==> src/rtl/mc_ctrl_pkg.sv <==
// rtl/mc_ctrl_pkg.sv - shared types, encodings and opcode dispatch for the multi-cycle controller
package mc_ctrl_pkg;

   typedef enum logic [3:0] {
      S_FETCH, S_DECODE, S_MEMADR, S_MEMRD, S_MEMWB, S_MEMWR,
      S_EXEC, S_ALUWB, S_BRANCH, S_JUMP, S_TRAP
   } state_t;

   localparam logic [3:0] ALU_ADD   = 4'd0;
   localparam logic [3:0] ALU_SUB   = 4'd1;
   localparam logic [3:0] ALU_FUNCT = 4'd2;
   localparam logic [3:0] ALU_OR    = 4'd3;
   localparam logic [3:0] ALU_SLTU  = 4'd4;
   localparam logic [3:0] ALU_LUI   = 4'd5;

   localparam logic [5:0] OP_RTYPE = 6'd0;
   localparam logic [5:0] OP_BLTZ  = 6'd1;
   localparam logic [5:0] OP_J     = 6'd2;
   localparam logic [5:0] OP_JAL   = 6'd3;
   localparam logic [5:0] OP_BEQ   = 6'd4;
   localparam logic [5:0] OP_BNE   = 6'd5;
   localparam logic [5:0] OP_BLEZ  = 6'd6;
   localparam logic [5:0] OP_ADDI  = 6'd8;
   localparam logic [5:0] OP_SLTIU = 6'd9;
   localparam logic [5:0] OP_ORI   = 6'd13;
   localparam logic [5:0] OP_LUI   = 6'd15;
   localparam logic [5:0] OP_LW    = 6'd35;
   localparam logic [5:0] OP_SW    = 6'd43;
   localparam logic [5:0] FN_JR    = 6'd8;

   localparam logic [1:0] PCSRC_ALU    = 2'd0;
   localparam logic [1:0] PCSRC_ALUOUT = 2'd1;
   localparam logic [1:0] PCSRC_JUMP   = 2'd2;
   localparam logic [1:0] PCSRC_RS     = 2'd3;

   localparam logic [1:0] SRCB_RT     = 2'd0;
   localparam logic [1:0] SRCB_FOUR   = 2'd1;
   localparam logic [1:0] SRCB_IMM    = 2'd2;
   localparam logic [1:0] SRCB_IMM_SH = 2'd3;

   localparam logic [1:0] RDST_RT = 2'd0;
   localparam logic [1:0] RDST_RD = 2'd1;
   localparam logic [1:0] RDST_RA = 2'd2;

   localparam logic [1:0] M2R_ALUOUT = 2'd0;
   localparam logic [1:0] M2R_MDR    = 2'd1;
   localparam logic [1:0] M2R_PC     = 2'd2;

   typedef struct packed {
      logic       pc_write;
      logic       pc_write_cond;
      logic [1:0] pc_source;
      logic       ior;
      logic       mem_read;
      logic       mem_write;
      logic       ir_write;
      logic       reg_write;
      logic [1:0] reg_dst;
      logic [1:0] mem_to_reg;
      logic       alu_src_a;
      logic [1:0] alu_src_b;
      logic [3:0] alu_op;
      logic       zero_ext;
      logic [1:0] branch_cond;
      logic       trap;
   } ctrl_t;

   function automatic state_t dispatch(input logic [5:0] opcode, input logic [5:0] funct);
      case (opcode)
         OP_LW, OP_SW:                       dispatch = S_MEMADR;
         OP_RTYPE:                           dispatch = (funct == FN_JR) ? S_JUMP : S_EXEC;
         OP_ADDI, OP_SLTIU, OP_ORI, OP_LUI:  dispatch = S_EXEC;
         OP_BLTZ, OP_BEQ, OP_BNE, OP_BLEZ:   dispatch = S_BRANCH;
         OP_J, OP_JAL:                       dispatch = S_JUMP;
         default:                            dispatch = S_TRAP;
      endcase
   endfunction

endpackage

==> src/rtl/multi_cycle_ctrl_if.sv <==
// rtl/multi_cycle_ctrl_if.sv - controller <-> datapath signal bundle
interface multi_cycle_ctrl_if #(parameter int CNT_W = 32);
   logic [5:0]       opcode_i;
   logic [5:0]       funct_i;
   logic             mem_ready_i;
   logic             branch_taken_i;
   logic             pc_write_o;
   logic             pc_write_cond_o;
   logic [1:0]       pc_source_o;
   logic             ior_o;
   logic             mem_read_o;
   logic             mem_write_o;
   logic             ir_write_o;
   logic             reg_write_o;
   logic [1:0]       reg_dst_o;
   logic [1:0]       mem_to_reg_o;
   logic             alu_src_a_o;
   logic [1:0]       alu_src_b_o;
   logic [3:0]       alu_op_o;
   logic             zero_ext_o;
   logic [1:0]       branch_cond_o;
   logic [CNT_W-1:0] retired_o;
   logic             trap_o;

   modport master (
      input  opcode_i, funct_i, mem_ready_i, branch_taken_i,
      output pc_write_o, pc_write_cond_o, pc_source_o, ior_o, mem_read_o, mem_write_o,
             ir_write_o, reg_write_o, reg_dst_o, mem_to_reg_o, alu_src_a_o, alu_src_b_o,
             alu_op_o, zero_ext_o, branch_cond_o, retired_o, trap_o
   );

   modport slave (
      output opcode_i, funct_i, mem_ready_i, branch_taken_i,
      input  pc_write_o, pc_write_cond_o, pc_source_o, ior_o, mem_read_o, mem_write_o,
             ir_write_o, reg_write_o, reg_dst_o, mem_to_reg_o, alu_src_a_o, alu_src_b_o,
             alu_op_o, zero_ext_o, branch_cond_o, retired_o, trap_o
   );
endinterface

==> src/rtl/mc_ctrl_decode.sv <==
// rtl/mc_ctrl_decode.sv - state plus latched opcode/funct to control bundle
module mc_ctrl_decode
   import mc_ctrl_pkg::*;
(
   input  state_t     i_state,
   input  logic [5:0] i_opcode,
   input  logic [5:0] i_funct,
   input  logic       i_mem_ready,
   output ctrl_t      o_ctl
);

   always_comb begin
      o_ctl = '0;
      case (i_state)
         S_FETCH: begin
            o_ctl.mem_read  = 1'b1;
            o_ctl.alu_src_b = SRCB_FOUR;
            o_ctl.alu_op    = ALU_ADD;
            o_ctl.pc_source = PCSRC_ALU;
            o_ctl.ir_write  = i_mem_ready;
            o_ctl.pc_write  = i_mem_ready;
         end
         S_DECODE: begin
            o_ctl.alu_src_b = SRCB_IMM_SH;
            o_ctl.alu_op    = ALU_ADD;
         end
         S_MEMADR: begin
            o_ctl.alu_src_a = 1'b1;
            o_ctl.alu_src_b = SRCB_IMM;
            o_ctl.alu_op    = ALU_ADD;
         end
         S_MEMRD: begin
            o_ctl.mem_read = 1'b1;
            o_ctl.ior      = 1'b1;
         end
         S_MEMWB: begin
            o_ctl.reg_write  = 1'b1;
            o_ctl.reg_dst    = RDST_RT;
            o_ctl.mem_to_reg = M2R_MDR;
         end
         S_MEMWR: begin
            o_ctl.mem_write = 1'b1;
            o_ctl.ior       = 1'b1;
         end
         S_EXEC: begin
            o_ctl.alu_src_a = 1'b1;
            if (i_opcode == OP_RTYPE) begin
               o_ctl.alu_src_b = SRCB_RT;
               o_ctl.alu_op    = ALU_FUNCT;
            end else begin
               o_ctl.alu_src_b = SRCB_IMM;
               case (i_opcode)
                  OP_SLTIU: o_ctl.alu_op = ALU_SLTU;
                  OP_ORI:   o_ctl.alu_op = ALU_OR;
                  OP_LUI:   o_ctl.alu_op = ALU_LUI;
                  default:  o_ctl.alu_op = ALU_ADD;
               endcase
            end
            o_ctl.zero_ext = (i_opcode == OP_SLTIU) || (i_opcode == OP_ORI);
         end
         S_ALUWB: begin
            o_ctl.reg_write  = 1'b1;
            o_ctl.mem_to_reg = M2R_ALUOUT;
            o_ctl.reg_dst    = (i_opcode == OP_RTYPE) ? RDST_RD : RDST_RT;
         end
         S_BRANCH: begin
            o_ctl.alu_src_a     = 1'b1;
            o_ctl.alu_src_b     = SRCB_RT;
            o_ctl.alu_op        = ALU_SUB;
            o_ctl.pc_write_cond = 1'b1;
            o_ctl.pc_source     = PCSRC_ALUOUT;
            case (i_opcode)
               OP_BLTZ: o_ctl.branch_cond = 2'd3;
               OP_BNE:  o_ctl.branch_cond = 2'd1;
               OP_BLEZ: o_ctl.branch_cond = 2'd2;
               default: o_ctl.branch_cond = 2'd0;
            endcase
         end
         S_JUMP: begin
            o_ctl.pc_write  = 1'b1;
            o_ctl.pc_source = (i_opcode == OP_RTYPE && i_funct == FN_JR) ? PCSRC_RS : PCSRC_JUMP;
            // Link: PC was already advanced to PC+4 during FETCH
            if (i_opcode == OP_JAL) begin
               o_ctl.reg_write  = 1'b1;
               o_ctl.reg_dst    = RDST_RA;
               o_ctl.mem_to_reg = M2R_PC;
            end
         end
         S_TRAP: o_ctl.trap = 1'b1;
         default: ;
      endcase
   end

endmodule

==> src/rtl/multi_cycle_ctrl.sv <==
// rtl/multi_cycle_ctrl.sv - multi-cycle CPU control FSM with retired-instruction counter
module multi_cycle_ctrl
   import mc_ctrl_pkg::*;
#(
   parameter int CNT_W = 32
) (
   input  logic                clk_i,
   input  logic                rst_i,
   multi_cycle_ctrl_if.master  bus
);

   state_t           r_state;
   state_t           w_next;
   logic [5:0]       r_opcode;
   logic [5:0]       r_funct;
   logic [CNT_W-1:0] r_retired;
   logic             w_retire;
   ctrl_t            w_dec;
   ctrl_t            w_ctl;

   always_ff @(posedge clk_i or negedge rst_i) begin
      if (!rst_i) r_state <= S_FETCH;
      else        r_state <= w_next;
   end

   always_comb begin
      w_next   = r_state;
      w_retire = 1'b0;
      case (r_state)
         S_FETCH:  if (bus.mem_ready_i) w_next = S_DECODE;
         S_DECODE: w_next = dispatch(bus.opcode_i, bus.funct_i);
         S_MEMADR: w_next = (r_opcode == OP_SW) ? S_MEMWR : S_MEMRD;
         S_MEMRD:  if (bus.mem_ready_i) w_next = S_MEMWB;
         S_MEMWR: begin
            if (bus.mem_ready_i) begin
               w_next   = S_FETCH;
               w_retire = 1'b1;
            end
         end
         S_EXEC:   w_next = S_ALUWB;
         S_MEMWB, S_ALUWB, S_BRANCH, S_JUMP: begin
            w_next   = S_FETCH;
            w_retire = 1'b1;
         end
         S_TRAP:   w_next = S_TRAP;
         default:  w_next = S_FETCH;
      endcase
   end

   // IR may change after FETCH; control uses only the copy taken in DECODE
   always_ff @(posedge clk_i or negedge rst_i) begin
      if (!rst_i) begin
         r_opcode <= '0;
         r_funct  <= '0;
      end else if (r_state == S_DECODE) begin
         r_opcode <= bus.opcode_i;
         r_funct  <= bus.funct_i;
      end
   end

   always_ff @(posedge clk_i or negedge rst_i) begin
      if (!rst_i)        r_retired <= '0;
      else if (w_retire) r_retired <= r_retired + 1'b1;
   end

   mc_ctrl_decode u_decode (
      .i_state     (r_state),
      .i_opcode    (r_opcode),
      .i_funct     (r_funct),
      .i_mem_ready (bus.mem_ready_i),
      .o_ctl       (w_dec)
   );

   // Reset forces strobes low at once, abandoning any pending memory access
   assign w_ctl = rst_i ? w_dec : '0;

   assign bus.pc_write_o      = w_ctl.pc_write;
   assign bus.pc_write_cond_o = w_ctl.pc_write_cond;
   assign bus.pc_source_o     = w_ctl.pc_source;
   assign bus.ior_o           = w_ctl.ior;
   assign bus.mem_read_o      = w_ctl.mem_read;
   assign bus.mem_write_o     = w_ctl.mem_write;
   assign bus.ir_write_o      = w_ctl.ir_write;
   assign bus.reg_write_o     = w_ctl.reg_write;
   assign bus.reg_dst_o       = w_ctl.reg_dst;
   assign bus.mem_to_reg_o    = w_ctl.mem_to_reg;
   assign bus.alu_src_a_o     = w_ctl.alu_src_a;
   assign bus.alu_src_b_o     = w_ctl.alu_src_b;
   assign bus.alu_op_o        = w_ctl.alu_op;
   assign bus.zero_ext_o      = w_ctl.zero_ext;
   assign bus.branch_cond_o   = w_ctl.branch_cond;
   assign bus.trap_o          = w_ctl.trap;
   assign bus.retired_o       = r_retired;

endmodule

==> src/flat_wrapper.sv <==
// flat-port wrapper written by rule: the top's interface ports become plain ports
module multi_cycle_ctrl_flat import mc_ctrl_pkg::*;
#(
   parameter int CNT_W = 32
)
  (clk_i, rst_i, bus_opcode_i, bus_funct_i, bus_mem_ready_i, bus_branch_taken_i, bus_pc_write_o, bus_pc_write_cond_o, bus_pc_source_o, bus_ior_o, bus_mem_read_o, bus_mem_write_o, bus_ir_write_o, bus_reg_write_o, bus_reg_dst_o, bus_mem_to_reg_o, bus_alu_src_a_o, bus_alu_src_b_o, bus_alu_op_o, bus_zero_ext_o, bus_branch_cond_o, bus_retired_o, bus_trap_o);
  multi_cycle_ctrl_if #(.CNT_W(CNT_W)) bus_i ();
  input  logic clk_i;
  input  logic rst_i;
  input wire logic [$bits(bus_i.opcode_i)-1:0] bus_opcode_i;
  input wire logic [$bits(bus_i.funct_i)-1:0] bus_funct_i;
  input wire logic [$bits(bus_i.mem_ready_i)-1:0] bus_mem_ready_i;
  input wire logic [$bits(bus_i.branch_taken_i)-1:0] bus_branch_taken_i;
  output wire logic [$bits(bus_i.pc_write_o)-1:0] bus_pc_write_o;
  output wire logic [$bits(bus_i.pc_write_cond_o)-1:0] bus_pc_write_cond_o;
  output wire logic [$bits(bus_i.pc_source_o)-1:0] bus_pc_source_o;
  output wire logic [$bits(bus_i.ior_o)-1:0] bus_ior_o;
  output wire logic [$bits(bus_i.mem_read_o)-1:0] bus_mem_read_o;
  output wire logic [$bits(bus_i.mem_write_o)-1:0] bus_mem_write_o;
  output wire logic [$bits(bus_i.ir_write_o)-1:0] bus_ir_write_o;
  output wire logic [$bits(bus_i.reg_write_o)-1:0] bus_reg_write_o;
  output wire logic [$bits(bus_i.reg_dst_o)-1:0] bus_reg_dst_o;
  output wire logic [$bits(bus_i.mem_to_reg_o)-1:0] bus_mem_to_reg_o;
  output wire logic [$bits(bus_i.alu_src_a_o)-1:0] bus_alu_src_a_o;
  output wire logic [$bits(bus_i.alu_src_b_o)-1:0] bus_alu_src_b_o;
  output wire logic [$bits(bus_i.alu_op_o)-1:0] bus_alu_op_o;
  output wire logic [$bits(bus_i.zero_ext_o)-1:0] bus_zero_ext_o;
  output wire logic [$bits(bus_i.branch_cond_o)-1:0] bus_branch_cond_o;
  output wire logic [$bits(bus_i.retired_o)-1:0] bus_retired_o;
  output wire logic [$bits(bus_i.trap_o)-1:0] bus_trap_o;
  assign bus_i.opcode_i = bus_opcode_i;
  assign bus_i.funct_i = bus_funct_i;
  assign bus_i.mem_ready_i = bus_mem_ready_i;
  assign bus_i.branch_taken_i = bus_branch_taken_i;
  assign bus_pc_write_o = bus_i.pc_write_o;
  assign bus_pc_write_cond_o = bus_i.pc_write_cond_o;
  assign bus_pc_source_o = bus_i.pc_source_o;
  assign bus_ior_o = bus_i.ior_o;
  assign bus_mem_read_o = bus_i.mem_read_o;
  assign bus_mem_write_o = bus_i.mem_write_o;
  assign bus_ir_write_o = bus_i.ir_write_o;
  assign bus_reg_write_o = bus_i.reg_write_o;
  assign bus_reg_dst_o = bus_i.reg_dst_o;
  assign bus_mem_to_reg_o = bus_i.mem_to_reg_o;
  assign bus_alu_src_a_o = bus_i.alu_src_a_o;
  assign bus_alu_src_b_o = bus_i.alu_src_b_o;
  assign bus_alu_op_o = bus_i.alu_op_o;
  assign bus_zero_ext_o = bus_i.zero_ext_o;
  assign bus_branch_cond_o = bus_i.branch_cond_o;
  assign bus_retired_o = bus_i.retired_o;
  assign bus_trap_o = bus_i.trap_o;
  multi_cycle_ctrl #(.CNT_W(CNT_W)) u_core (.clk_i(clk_i), .rst_i(rst_i), .bus(bus_i));
endmodule
==> config.mk <==
export PLATFORM = sky130hd
export DESIGN_NAME = multi_cycle_ctrl_flat
export DESIGN_NICKNAME = d
export VERILOG_FILES = /design/src/rtl/mc_ctrl_pkg.sv /design/src/rtl/multi_cycle_ctrl_if.sv /design/src/rtl/mc_ctrl_decode.sv /design/src/rtl/multi_cycle_ctrl.sv /design/src/flat_wrapper.sv
export SDC_FILE = /design/constraint.sdc
export NUM_CORES = 1
export LEC_CHECK = 0
export CORE_MARGIN = 10
export CORE_UTILIZATION = 52
export DETAILED_ROUTE_END_ITERATION = 10
export PLACE_DENSITY = 0.86
export SETUP_SLACK_MARGIN = 0.05
export SYNTH_ARGS = -nofsm -noshare
export SYNTH_HDL_FRONTEND = slang
export SYNTH_SLANG_ARGS = --single-unit
==> constraint.sdc <==
create_clock -name clk_i -period 3.5 [get_ports clk_i]
set_input_delay 0.525 -clock clk_i [delete_from_list [all_inputs] [get_ports clk_i]]
set_output_delay 0.525 -clock clk_i [all_outputs]
set_load 0.02 [all_outputs]
==> impl_metrics.ini, run 1 <==
[pwr]
p_leak_uw = 0.001438
ir_worst_vdd_mv = 0.4665
cellPowerDensity_mw_per_mm2 = 623.4

[timing]
clock_skew_ps = 7.709
fin_ws_ps = 255.0
fin_crit_sh_pct = 92.71
slew_headroom_pct = 57.02
tns_ps = 0
setup_violations = 0
worst_slew_pin_slew_ps = 638.7
finalMaxSlewViolations = 0
clock.fmax_mhz = 308.2
rsz0062_at_grt = false
whs_ps = 65.67
hold_viol_final = 0
timing.final.crit_period_ps = 3245

[setup_path]
cp-start-kind = register
ff2ff_setup_slack_ps = 1120
worst-setup-path-type = register to primary output
worstRegToRegCells = 6
end_kind = primary output
critPathMaxFanout = 12
r2r_start = u_core.r_state[1]
required_ps = 2970
reg2reg_to = u_core.bus.retired_o[10]
arrival_ps = 2720

[detailed_routing]
vias = 2295
drt-wirelength-per-cell_um = 16.56
drtAntennaViolNets = 0
wl_met2_mm = 3.101
drt-initial-drc-count = 121
topRoutingLayerUsed = met4
wl_met1_mm = 3.036
via_per_inst = 5.598
wl_mm = 6.789
wl_met3_um = 593
route.detailed.drc = 0
dr.pass1.iters = 4

[run]
drv_cap = 0

[die]
die_x_um = 90.73
fp-row-count = 25
die_h_um = 90.73
die-area_mm2 = 0.008231
core_area_mm2 = 0.004786
initial_utilization_pct = 54.35
io_pins = 72

[synthesis]
synth_edf_count = 0
synth.distinct_cells = 47
ys_top_cells_by_area = dfrtp_1, xnor2_1, mux2_2, nor3_1, xor2_1
synth_ff_type = dfrtp_1
synth_top_area_share_pct = 46.18
yosysMostFrequentCell = dfrtp_1
synth_top_area_cell = dfrtp_1
async_flop_share_pct = 100.0
yosysWarnings = 0
netlist_top_cells_count = dfrtp_1, nor3_1, nand2_1, nor2_1, xnor2_1
avgSynthCellArea_um2 = 9.563
syn_area_mm2 = 0.002601
seq_area_frac_synth_pct = 46.18
postSynthCellCount = 272
ys_ff_latch = 48
syn_nets = 289

[clock_network]
clock_latency_ps = 300
post_cts.repair.setup_buffers = 0
clk_path_buf_depth = 2
cts_tree = built
hold_buffers = 0
htree_num_levels = 2
cts_made_buffers = 5
root_buffer = clkbuf_8
cts_resized = 0
cts.sinks = 48
cts.clk_slew.worst_paths_ps = 90

[worst_hold_path]
hold_class = input port to async pin

[place]
dp_hpwl_mm = 5.037
post-place-ws_ps = 486.1
port_buffers = 69
gp_congestion = 0.8766

[global_route]
grt_max_degree = 43
antenna_found_initial = 0
grt_pass1_vias = 2316
grt_pass1_wl_mm = 11.55
grt_overflow = 0
grt_usage_pct = 16.66

[finish]
drive_gt1_share_pct = 10.20
fin_nets = 359
antenna_cells = 0
area_growth_pct = 33.43

[run_status]
status = complete, no violations
==> kinds of logic (layout without fill, tap and decap cells) <==
family,count (synthesis),in the layout,share of synthesized area (%)
AO/OA/AOI/OAI,26,26,7.120
XOR/XNOR,32,32,10.77
adder cells (fa/ha/maj),1,1,0.4809
buffers and inverters,22,93,3.511
flip-flops,48,48,46.18
multiplexers,13,13,5.628
other,1,1,0.1442
AND/OR/NAND/NOR,129,129,26.17
==> layer usage <==
metal,track usage [%],vias up
met5,0,-
met2,25.90,87
met1,21.02,1098
met4,4.244,0
met3,6.484,7
li1,-,1103
==> worst max-delay path, stage by stage (launching register included) <==
cell	delay [ps]
dfrtp_1	530
inv_1	190
nand3_1	180
or4_1	560
nor4_1	280
clkdlybuf4s50_1	670
==> cells in the final DEF (no fill, tap or decap), types with 2 or more instances in the layout <==
| cell | instances |
|---|---|
| clkdlybuf4s50_1 | 68 |
| nor3_1 | 28 |
| clkinv_4 | 2 |
| or3b_2 | 2 |
| or3_1 | 2 |
| buf_4 | 4 |
| inv_1 | 11 |
| a22oi_1 | 2 |
| mux2_2 | 13 |
| clkbuf_8 | 5 |
| dfrtp_1 | 48 |
| a21oi_1 | 8 |
| nand2_1 | 22 |
| or4b_2 | 2 |
| xnor2_1 | 17 |
| nor4_1 | 5 |
| nor3b_1 | 2 |
| nor2b_1 | 4 |
| nor2_1 | 22 |
| and3_1 | 3 |
| xor2_1 | 15 |
| nand4_1 | 12 |
| o21ai_0 | 6 |
| nand3_1 | 15 |
==> registers in the layout, summed over array words and instances (netlist names) <==
name and count:
u_core.bus.retired_o 32, u_core.r_funct 6, u_core.r_opcode 6, u_core.r_state 4
==> report_power, final <==
group | leakage [uW] | internal [uW] | total, uW | switching (uW)
clock network | 0.0000583 | 215 | 413 | 197
registers | 0.000610 | 680 | 867 | 188
logic | 0.000770 | 427 | 884 | 457
==> how the worst max path moves through the flow <==
stage | from | end | slack (ps)
2_1_floorplan | u_core.r_state[3] | bus_branch_cond_o[0] | 890
3_3_place_gp | rst_i | bus_alu_op_o[2] | 550
3_5_place_dp | rst_i | bus_alu_op_o[2] | 490
4_1_cts | u_core.r_state[3] | bus_alu_op_o[2] | 260
5_1_grt | u_core.r_state[3] | bus_alu_op_o[2] | 140
6_report | u_core.r_state[3] | bus_alu_op_o[2] | 260
==> stage by stage <==
step | cells | util (%) | total power [uW] | cell area [um^2]
after global placement | 402 | 70.09 | 1727 | 3354
final | 410 | 72.52 | 2164 | 3471
after floorplan | 272 | - | 1442 | 2601
after CTS | 410 | 72.52 | 2170 | 3471
after global routing | 410 | 72.52 | 2312 | 3471
after detailed placement | 402 | 70.09 | 1756 | 3354
==> final cells by class <==
class	instances	area (um^2)
inverter	12	45.04
sequential	48	1201
clock inverter	3	47.55
multi-input combinational	202	1309
tap	67	83.83
clock buffer	5	68.82
timing repair buffer	73	715.7
fill	364	1315
Power figures use the tool's default switching activity.
==> run 2: changes to the inputs <==
- CORE_UTILIZATION: 52 -> 54
- PLACE_DENSITY: 0.86 -> 0.85
- SETUP_SLACK_MARGIN: 0.05 -> 0.1
- SLEW_MARGIN: default -> 20
- SYNTH_HIERARCHICAL: default -> 1
==> run 2 against run 1 <==
Against the previous run:
- non-clock buffer count up 1
- final area up 11%
- register-to-register slack worse by 30 ps
- critical endpoint is now bus_alu_op_o[0]
==> impl_metrics.ini, run 2 <==
[timing]
hold_viol_final = 0
slew_headroom_pct = 52.86
worst_slew_pin_slew_ps = 707.1
finalMaxSlewViolations = 0
tns_ps = 0
timing.final.crit_period_ps = 2976
fin_crit_sh_pct = 85.04
clock_skew_ps = 8.216
clock.fmax_mhz = 336.0
setup_violations = 0
rsz0062_at_grt = false
fin_ws_ps = 523.5

[clock_network]
clock_latency_ps = 300
cts_resized = 0
cts.sinks = 48
cts_tree = built
root_buffer = clkbuf_8
htree_num_levels = 2
cts_made_buffers = 5
clk_path_buf_depth = 2
cts.clk_slew.worst_paths_ps = 80
post_cts.repair.setup_buffers = 0
hold_buffers = 0

[global_route]
grt_overflow = 0
grt_pass1_vias = 2357
grt_pass1_wl_mm = 11.39
grt_max_degree = 36
antenna_found_initial = 0
grt_usage_pct = 15.21

[synthesis]
yosysWarnings = 6
syn_nets = 327
synth.distinct_cells = 62
synth_top_area_cell = dfrtp_1
yosysMostFrequentCell = dfrtp_1
synth_ff_type = dfrtp_1
synth_fa_ha_area_share_pct = 0.4065
synth_top_family_by_area = simple AND/OR/NAND/NOR gates
ys_top_cells_by_area = dfrtp_1, and2_1, xor2_1, xnor2_1, mux2_2
async_flop_share_pct = 100.0
netlist_top_cells_count = dfrtp_1, and2_1, nand2_1
synth_edf_count = 0
postSynthCellCount = 310
syn_area_mm2 = 0.003078
synthSimpleGateAreaFrac_pct = 33.90
synth_xor_area_share_pct = 9.390
seq_area_frac_synth_pct = 39.02
synth_top_area_share_pct = 39.02
synthMuxAreaShare_pct = 5.041
synth_compound_area_share_pct = 7.114
ys_ff_latch = 48
avgSynthCellArea_um2 = 9.929

[pwr]
p_sw_share_pct = 40.47
cellPowerDensity_mw_per_mm2 = 561.7
switchingPower_uw = 877.6
ir_worst_vdd_mv = 0.3633
power.share.combinational_pct = 42.2
p_int_uw = 1291
p_seq_share_pct = 42.0
p_leak_uw = 0.001467
clkPwrFrac_pct = 15.8

[detailed_routing]
vias = 2495
via_per_inst = 5.619
drtAntennaViolNets = 0
route.detailed.drc = 0
drt-initial-drc-count = 130
drt-wirelength-per-cell_um = 15.78
wl_mm = 7.006
dr.pass1.iters = 4

[finish]
antenna_cells = 0
largest_reg_flops = 32
area_growth_pct = 25.41
fillCellCount = 410
drive_gt1_share_pct = 13.98
fin_nets = 388
mostFrequentLayoutCells = clkdlybuf4s50_1, dfrtp_1, and2_1
layout_commonest_cell = clkdlybuf4s50_1

[die]
die_x_um = 95.50
fp-row-count = 27
core_area_mm2 = 0.005507
die-area_mm2 = 0.009119
die_h_um = 95.50
initial_utilization_pct = 55.90
io_pins = 72

[run_status]
status = complete, no violations

[worst_hold_path]
hold_class = input port to async pin

[run]
drv_cap = 0

[setup_path]
cp-start-kind = register
critPathMaxFanout = 22
arrival_ps = 2450
end_kind = primary output
required_ps = 2970
worst-setup-path-type = register to primary output

[place]
gp_congestion = 0.8812
dp_hpwl_mm = 5.331
post-place-ws_ps = 645.1
port_buffers = 69
## run 2: cell types whose count changed after synthesis, sizes merged, moves of 4 or more
cell / before / now
inv: 12 / 7
and4: 1 / 6
nor3b: 2 / 6
nor2: 22 / 16
nor4b: 1 / 9
nor3: 28 / 13
buf: 4 / 14
nand2b: 1 / 5
and2: 2 / 28
nand2: 23 / 18
## run 2: kinds of logic after synthesis
group	count (synthesis)
simple gates	155
flops	48
xor+xnor	33
compound gates	31
buf+inv	27
mux	14
fa+ha+maj	1
other cells	1
## run 2: power by group through the flow
stage | Sequential, uW | Combinational [uW] | Clock (uW)
floorplan | 818 | 766 | 0
global placement | 909 | 895 | 0
detailed placement | 919 | 915 | 0
CTS | 907 | 917 | 352
global route | 943 | 1000 | 377
finish | 911 | 915 | 342
## run 2: final timing paths
kind	start	endpoint	slack (ps)	cells past startpoint
min in group clk_i	u_core/bus.retired_o[31]	u_core/bus.retired_o[31]	470	1
max in group asynchronous	rst_i	u_core/bus.retired_o[15]	2610	2
max reg2reg	u_core/r_state[0]	u_core/bus.retired_o[23]	1090	5
max	u_core/r_state[3]	bus_alu_op_o[0]	520	5
min reg2reg	u_core/bus.retired_o[31]	u_core/bus.retired_o[31]	470	1
min	rst_i	u_core/r_opcode[1]	190	1
## run 2: layout make-up
class	instances	area (um^2)	area share [%]
clock buffer	6	82.58	2.139
sequential	48	1201	31.12
multi-input combinational	235	1723	44.64
inverter	7	26.28	0.6807
timing repair buffer	74	723.2	18.74
tap	72	90.09	2.334
clock inverter	2	13.76	0.3566
## run 2: metal layers
layer / up-vias / track usage (%) / part of all wire [%]
li1: 1233 / - / -
met4: 0 / 5.528 / 0.79
met5: - / 0 / 0
met3: 5 / 2.985 / 6.8
met1: 1190 / 19.01 / 42
met2: 67 / 25.51 / 50
## run 2: per-stage QoR
step / hold WS, ps / std cells / utilization, % / power [uW] / area [um^2]
6_report: 186.5 / 444 / 70.10 / 2168 / 3860
5_1_grt: 224.8 / 444 / 70.10 / 2325 / 3860
4_1_cts: 192.2 / 444 / 70.10 / 2177 / 3860
3_5_place_dp: 463.1 / 436 / 68.35 / 1834 / 3764
3_3_place_gp: 455.3 / 436 / 68.35 / 1804 / 3764
2_1_floorplan: 229.4 / 310 / - / 1584 / 3078
## run 2: worst max-delay path, cell delays in order (launching register included)
cell and delay, ps:
dfrtp_1 650, and2b_1 420, nand4_1 170, o21ai_1 170
and2_1 130, clkdlybuf4s50_1 610
